`src/rtl/spi_xfer_sequencer_pkg.sv`:
```
`default_nettype none
// ============================================================================
// Module  : spi_xfer_sequencer_pkg
// Brief   : Shared types and constants for the SPI master word sequencer.
// Revision: 1.0 - initial release
// ============================================================================
package spi_xfer_sequencer_pkg;

  // Number of slave-select lines and width of the inter-word delay field
  localparam int SPI_SS_NUM = 4;
  localparam int SPI_TXDL_W = 8;

  // Sequencer states
  typedef enum logic [2:0] {
    IDLE    = 3'd0,
    LOAD    = 3'd1,
    SHIFT   = 3'd2,
    CAPTURE = 3'd3,
    DELAY   = 3'd4
  } spi_seq_state_e;

  // Control-register fields consumed by the sequencer
  typedef struct packed {
    logic                  spie;
    logic                  swr;
    logic                  mstr;
    logic                  talk;
    logic [1:0]            ss;
    logic [SPI_TXDL_W-1:0] txdl;
  } sc2seq;

endpackage : spi_xfer_sequencer_pkg
`default_nettype wire

```
`src/rtl/spi_seq_delay_cnt.sv`:
```
`default_nettype none
// ============================================================================
// Module  : spi_seq_delay_cnt
// Brief   : Loadable down-counter for the inter-word delay. Holds at zero;
//           o_zero flags the final delay cycle.
// Revision: 1.0 - initial release
// ============================================================================
module spi_seq_delay_cnt #(
  parameter int WIDTH = 8
) (
  input  logic             clk,
  input  logic             rst_n,
  input  logic             i_clr,
  input  logic             i_load,
  input  logic [WIDTH-1:0] i_load_val,
  input  logic             i_dec,
  output logic             o_zero
);

  logic [WIDTH-1:0] r_cnt;

  // Counter register: clear has priority over load, load over decrement
  always_ff @(posedge clk or negedge rst_n) begin
    if (!rst_n) begin
      r_cnt <= '0;
    end else if (i_clr) begin
      r_cnt <= '0;
    end else if (i_load) begin
      r_cnt <= i_load_val;
    end else if (i_dec && (r_cnt != '0)) begin
      r_cnt <= r_cnt - WIDTH'(1);
    end
  end

  assign o_zero = (r_cnt == '0);

endmodule : spi_seq_delay_cnt
`default_nettype wire

```
`src/rtl/spi_xfer_sequencer.sv`:
```
`default_nettype none
// ============================================================================
// Module  : spi_xfer_sequencer
// Brief   : Master-mode word sequencer. Pops TX words, starts the shifter,
//           pushes RX words, drives slave selects, inserts the inter-word
//           delay and pulses trc_int when the TX FIFO drains.
//           Build option SPI_RXSTALL_EN: hold in CAPTURE while the RX FIFO
//           is full instead of dropping the received word.
// Revision: 1.0 - initial release
// ============================================================================
module spi_xfer_sequencer
  import spi_xfer_sequencer_pkg::*;
#(
  parameter int SS_NUM     = SPI_SS_NUM,
  parameter int TXDL_WIDTH = SPI_TXDL_W
) (
  input  logic                  pclk,
  input  logic                  preset_n,
  input  logic                  spie,
  input  logic                  swr,
  input  logic                  mstr,
  input  logic                  talk,
  input  logic [1:0]            ss_sel,
  input  logic [TXDL_WIDTH-1:0] txdl,
  input  logic                  tfifo_empty,
  input  logic                  rfifo_full,
  input  logic                  shift_done,
  output logic                  tfifo_ren,
  output logic                  shift_load,
  output logic                  transfer_start,
  output logic                  rfifo_wen,
  output logic [SS_NUM-1:0]     ss_n,
  output logic                  busy,
  output logic                  trc_int,
  output logic                  rx_drop
);

  spi_seq_state_e    r_state;
  spi_seq_state_e    w_state_nxt;
  logic [1:0]        r_ss;
  logic              r_trc;
  logic              w_abort;
  logic              w_ss_cap;
  logic              w_trc_set;
  logic              w_cnt_load;
  logic              w_cnt_dec;
  logic              w_cnt_zero;
  logic              w_tfifo_ren;
  logic              w_shift_load;
  logic              w_rfifo_wen;
  logic              w_rx_drop;
  logic [SS_NUM-1:0] w_ss_onehot;

  // Soft reset or leaving master mode aborts the sequence immediately
  assign w_abort = swr | ~mstr;

  // Inter-word delay counter, loaded on entry to DELAY
  spi_seq_delay_cnt #(
    .WIDTH (TXDL_WIDTH)
  ) u_delay_cnt (
    .clk        (pclk),
    .rst_n      (preset_n),
    .i_clr      (w_abort),
    .i_load     (w_cnt_load),
    .i_load_val (txdl),
    .i_dec      (w_cnt_dec),
    .o_zero     (w_cnt_zero)
  );

  // State, latched slave index and transfer-complete pulse registers
  always_ff @(posedge pclk or negedge preset_n) begin
    if (!preset_n) begin
      r_state <= IDLE;
      r_ss    <= 2'd0;
      r_trc   <= 1'b0;
    end else begin
      r_state <= w_state_nxt;
      r_trc   <= w_trc_set;
      if (w_ss_cap) begin
        r_ss <= ss_sel;
      end
    end
  end

  // Next-state and pulse decode; an abort overrides everything at the end
  always_comb begin
    w_state_nxt  = r_state;
    w_tfifo_ren  = 1'b0;
    w_shift_load = 1'b0;
    w_rfifo_wen  = 1'b0;
    w_rx_drop    = 1'b0;
    w_cnt_load   = 1'b0;
    w_cnt_dec    = 1'b0;
    w_trc_set    = 1'b0;
    w_ss_cap     = 1'b0;
    case (r_state)
      IDLE: begin
        if (spie && !tfifo_empty) begin
          w_tfifo_ren = 1'b1;
          w_ss_cap    = 1'b1;
          w_state_nxt = LOAD;
        end
      end
      LOAD: begin
        w_shift_load = 1'b1;
        w_state_nxt  = SHIFT;
      end
      SHIFT: begin
        if (shift_done) begin
          w_state_nxt = CAPTURE;
        end
      end
      CAPTURE: begin
        if (!talk) begin
          w_cnt_load  = 1'b1;
          w_state_nxt = DELAY;
        end else if (!rfifo_full) begin
          w_rfifo_wen = 1'b1;
          w_cnt_load  = 1'b1;
          w_state_nxt = DELAY;
        end else begin
`ifdef SPI_RXSTALL_EN
          // Hold with the slave still selected until the RX FIFO has room
          w_state_nxt = CAPTURE;
`else
          // No room: the received word is lost and flagged
          w_rx_drop   = 1'b1;
          w_cnt_load  = 1'b1;
          w_state_nxt = DELAY;
`endif
        end
      end
      DELAY: begin
        if (w_cnt_zero) begin
          if (spie && !tfifo_empty) begin
            w_tfifo_ren = 1'b1;
            w_state_nxt = LOAD;
          end else begin
            w_trc_set   = 1'b1;
            w_state_nxt = IDLE;
          end
        end else begin
          w_cnt_dec = 1'b1;
        end
      end
      default: begin
        w_state_nxt = IDLE;
      end
    endcase
    if (w_abort) begin
      w_state_nxt  = IDLE;
      w_tfifo_ren  = 1'b0;
      w_shift_load = 1'b0;
      w_rfifo_wen  = 1'b0;
      w_rx_drop    = 1'b0;
      w_cnt_load   = 1'b0;
      w_cnt_dec    = 1'b0;
      w_trc_set    = 1'b0;
      w_ss_cap     = 1'b0;
    end
  end

  // One-hot select of the slave latched when the sequence started
  assign w_ss_onehot = SS_NUM'(1) << r_ss;

  assign tfifo_ren      = w_tfifo_ren;
  assign shift_load     = w_shift_load;
  assign transfer_start = w_shift_load;
  assign rfifo_wen      = w_rfifo_wen;
  assign rx_drop        = w_rx_drop;
  assign busy           = (r_state != IDLE);
  assign ss_n           = (r_state != IDLE) ? ~w_ss_onehot : {SS_NUM{1'b1}};
  assign trc_int        = r_trc;

endmodule : spi_xfer_sequencer
`default_nettype wire

```
`config.mk`:
```
export PLATFORM = sky130hd
export DESIGN_NAME = spi_xfer_sequencer
export DESIGN_NICKNAME = d
export VERILOG_FILES = /design/src/rtl/spi_xfer_sequencer_pkg.sv /design/src/rtl/spi_seq_delay_cnt.sv /design/src/rtl/spi_xfer_sequencer.sv
export SDC_FILE = /design/constraint.sdc
export NUM_CORES = 1
export LEC_CHECK = 0
export CAP_MARGIN = 20
export CORE_UTILIZATION = 40
export CTS_CLUSTER_SIZE = 20
export DETAILED_ROUTE_END_ITERATION = 12
export PLACE_DENSITY = 0.71
export RECOVER_POWER = 100
export SKIP_CTS_REPAIR_TIMING = 1
export SLEW_MARGIN = 20
export SYNTH_ARGS = -nofsm -noshare
export SYNTH_HDL_FRONTEND = slang
export SYNTH_HIERARCHICAL = 1
export SYNTH_SLANG_ARGS = --single-unit
```
`constraint.sdc`:
```
create_clock -name pclk -period 5.6 [get_ports pclk]
set_clock_uncertainty 0.15 [all_clocks]
set_input_delay 1.68 -clock pclk [delete_from_list [all_inputs] [get_ports pclk]]
set_output_delay 1.68 -clock pclk [all_outputs]
set_load 0.03 [all_outputs]
```
==> results by group <==
Critical path
  – Critical Path Most Common Cell: and3_1
  – Combined buffer and inverter count along the critical path: 2
  – Signal arrival time at the worst endpoint: 3.51 ns
  – Sort of element at the start of the critical path: primary input
  – Reg-to-Reg End: u_delay_cnt/r_cnt[7]
  – Register-to-register setup slack: between 2 and 3 ns
  – Critical Path End Type: primary output
  – CP peak stage delay: about 0.66 ns
  – Worst-path fanout max: 4
  – Required time of the critical path: 3.77 ns
  – Startpoint of the most critical register-to-register path: u_delay_cnt/r_cnt[0]
  – Worst setup path category: in2out
  – Crit path cell chain: dlygate4sd3_1 > nor3b_1 > and3_1 > and3_1 > clkdlybuf4s50_1
  – Highest-delay cell along the critical path: clkdlybuf4s50_1
  – Number of cell instances on the worst register-to-register path: 10
  – CP delay by family, top: buffers and inverters

Die
  – Total die area: 2530 um2
  – Vertical die dimension: a little over 50 um
  – Core area: 2210 um2
  – # rows: 17
  – I/O Pins: 30
  – Initial standard-cell utilization of the core: a little over two fifths
  – Chip width: between 50 and 60 um

CTS
  – CTS max path bufs: 2
  – CTS sink count: 14
  – Clock-pin slew of the registers on the worst-case setup and hold paths: approximately 0.08 ns
  – Clock tree from TritonCTS: done
  – Number of buffers added by the clock tree synthesis step: 3
  – Clock latency reported for the late side of the worst-skew pair: 0.28 ns
  – Number of H-tree levels: 1
  – Root buffer selected by CTS: clkbuf_4

Cells and area
  – Final std cells w/o fill: between 150 and 200
  – Nets@finish: between 150 and 200
  – Layout Utilization: around 57%
  – Ratio of cells with drive above 1 in the final layout: under 10%
  – Post-route cell area: between 1000 and 1500 um2
  – Area growth from synthesis to layout: 36.0%
  – # diodes: 0

GRT
  – Met3 layer usage reported by global route: 2.12%
  – GR Layer Usage met1: approximately a quarter
  – Aggregate global routing overflow: 0
  – Aggregate global-route resource usage: 18.6%
  – Maximum number of pins on one net before global-route repair: 15
  – Initial antenna violation count: 0
  – Layer with the highest usage after global routing: met2
  – First-pass GRT wire length: between 3000 and 4000 um
  – Met2 routing resource usage after global routing: 27.8%
  – Number of global-route vias before repair: ~800

Yosys
  – Number of enable-type register cells in the synthesized netlist: 0
  – Leading cell types by count after synthesis: dfrtp_1 (14), nand2_1 (9), nor2_1 (9)
  – Post-Syn Instances: 100
  – Netlist Area Pre-Place: just over 900 um2
  – Total nets after synthesis: between 100 and 150
  – Seq/Total Area, Yosys: 37.6%
  – Number of distinct library cells after synthesis: 41
  – Fraction of synthesis flops using an asynchronous set or reset pin: 100%
  – Share of the synthesized area in the top cell type: a little under two fifths
  – Most common flop cell mapped by yosys: dfrtp_1
  – Largest cells by area after synthesis: dfrtp_1 (38%), a211oi_1 (4.8%), xnor2_1 (4.7%)
  – Mean area per synthesized cell: about 9.3 um2
  – Most numerous cell in the Yosys netlist: dfrtp_1
  – Count of warnings emitted by yosys: 6
  – Number of storage elements in the synthesis netlist: 14
  – Synth area leader: dfrtp_1

STA
  – Minimum period implied by the final worst setup slack: around 5.3 ns
  – Final period util: between 90% and 100%
  – RSZ-0062 raised after global routing: no
  – Actual slew at the worst max-slew pin: about 0.64 ns
  – Number of setup violations in the final report: 0
  – Final hold viol count: 0
  – Timing-limited maximum frequency: 187 MHz
  – Max Transition Viols Final: 0
  – Final setup margin: 0.263 ns
  – Worst max-slew margin expressed relative to the limit: a little under three fifths
  – Hold slack: between 0.4 and 0.5 ns
  – Setup TNS Final: 0 ns

Place
  – Pre-CTS WS: 0.294 ns
  – Post-detailed-placement half-perimeter wirelength: 1590 um
  – Gp weighted congestion: between 0.7 and 0.8
  – Cell Area, Placed: ~1200 um2
  – Port Buf Inserts: 29
  – Placed instance count: 155

Power and ir drop
  – Peak ir drop on the vdd network: 0.117 mV
  – LEAKAGE: 0.519 nW
  – Power after layout: roughly 0.21 mW
  – Clock network fraction of design power: about a third
  – Proportion of power drawn by combinational gates: roughly 14%
  – Switching component of the power: 0.0501 mW
  – Total power density per cell area: ~170 nW/um2
  – Internal cell power: ~0.16 mW
  – Fraction of power spent switching nets: between 20% and 30%
  – Part of the total power dissipated in sequential elements: around half

Route
  – Number of vias per cell after detailed routing: 5.26
  – Number of remaining DRC errors: 0
  – DR WL/cell: roughly 13 um
  – Vias: about 840
  – Router iterations before antenna repair: 4
  – DRT iter0 DRCs: 16
  – Number of nets still failing antenna checks after routing: 0
  – Total wirelength of the detailed-routed design: 2070 um

Worst hold path
  – Min-Delay Endpoint: r_ss[0]
  – Worst min-delay path class: reg2reg
  – Hold wc startpoint: r_ss[0]
  – Number of stages on the worst hold path: 1

Run status
  – Outcome: finished clean

Job
  – Max Cap Viol: 0
flip-flops by register name, summed over array words and instances (netlist names):
| register | flops |
|---|---|
| r_state | 3 |
| r_ss | 2 |
| u_delay_cnt/r_cnt | 8 |
| trc_int | 1 |
power by group through the flow:
stage / clock [mW] / combinational (mW) / sequential (mW)
floorplan: 0 / 0.0117 / 0.110
global placement: 0 / 0.0307 / 0.112
detailed placement: 0 / 0.0312 / 0.112
CTS: 0.0759 / 0.0312 / 0.110
global route: 0.0801 / 0.0319 / 0.111
finish: 0.0727 / 0.0294 / 0.109
cell usage in the layout (no fill, tap or decap), types with 2 or more instances in the layout:
master	instances
clkdlybuf4s50_1	18
nand2_1	10
nor3_1	5
nand4_1	2
dfrtp_1	14
nor3b_1	2
and3_1	2
mux2_1	2
dlygate4sd3_1	11
nor2_1	9
and3b_1	2
a211oi_1	6
ha_1	2
clkbuf_4	3
a21oi_1	3
inv_1	8
xnor2_1	5
nand3_1	2
metal layers:
layer / vias to the layer above / wire length, um
li1: 426 / -
met1: 394 / 1040
met2: 14 / 946
met3: 2 / 63
met4: 0 / 19
met5: - / 0
worst max path at each step:
stage | to | cells past startpoint | slack [ns] | from
6_report | rx_drop | 5 | 0.26 | swr
5_1_grt | rx_drop | 5 | 0.16 | swr
4_1_cts | rfifo_wen | 5 | 0.30 | mstr
3_5_place_dp | rfifo_wen | 5 | 0.29 | mstr
3_3_place_gp | rx_drop | 5 | 0.32 | mstr
2_1_floorplan | tfifo_ren | 3 | 1.24 | swr
layout make-up:
class                   instances  area (um2)
fillers                       221         945
inverters                       8        30.0
well taps                      28        35.0
flip-flops and latches         14         350
multi-input cells              75         522
repair buffers                 30         294
clock buffers                   4        36.3
cells by family (layout without fill, tap and decap cells):
| family | after synthesis | after routing | share of synthesized area (%) |
|---|---|---|---|
| compound gates | 17 | 17 | 14.4 |
| xor+xnor | 6 | 6 | 5.64 |
| fa+ha+maj | 2 | 2 | 2.68 |
| buf+inv | 11 | 42 | 4.83 |
| flops | 14 | 14 | 37.6 |
| mux | 3 | 3 | 3.49 |
| simple gates | 47 | 47 | 31.4 |
Note: power is estimated with default switching activity, not from simulation.
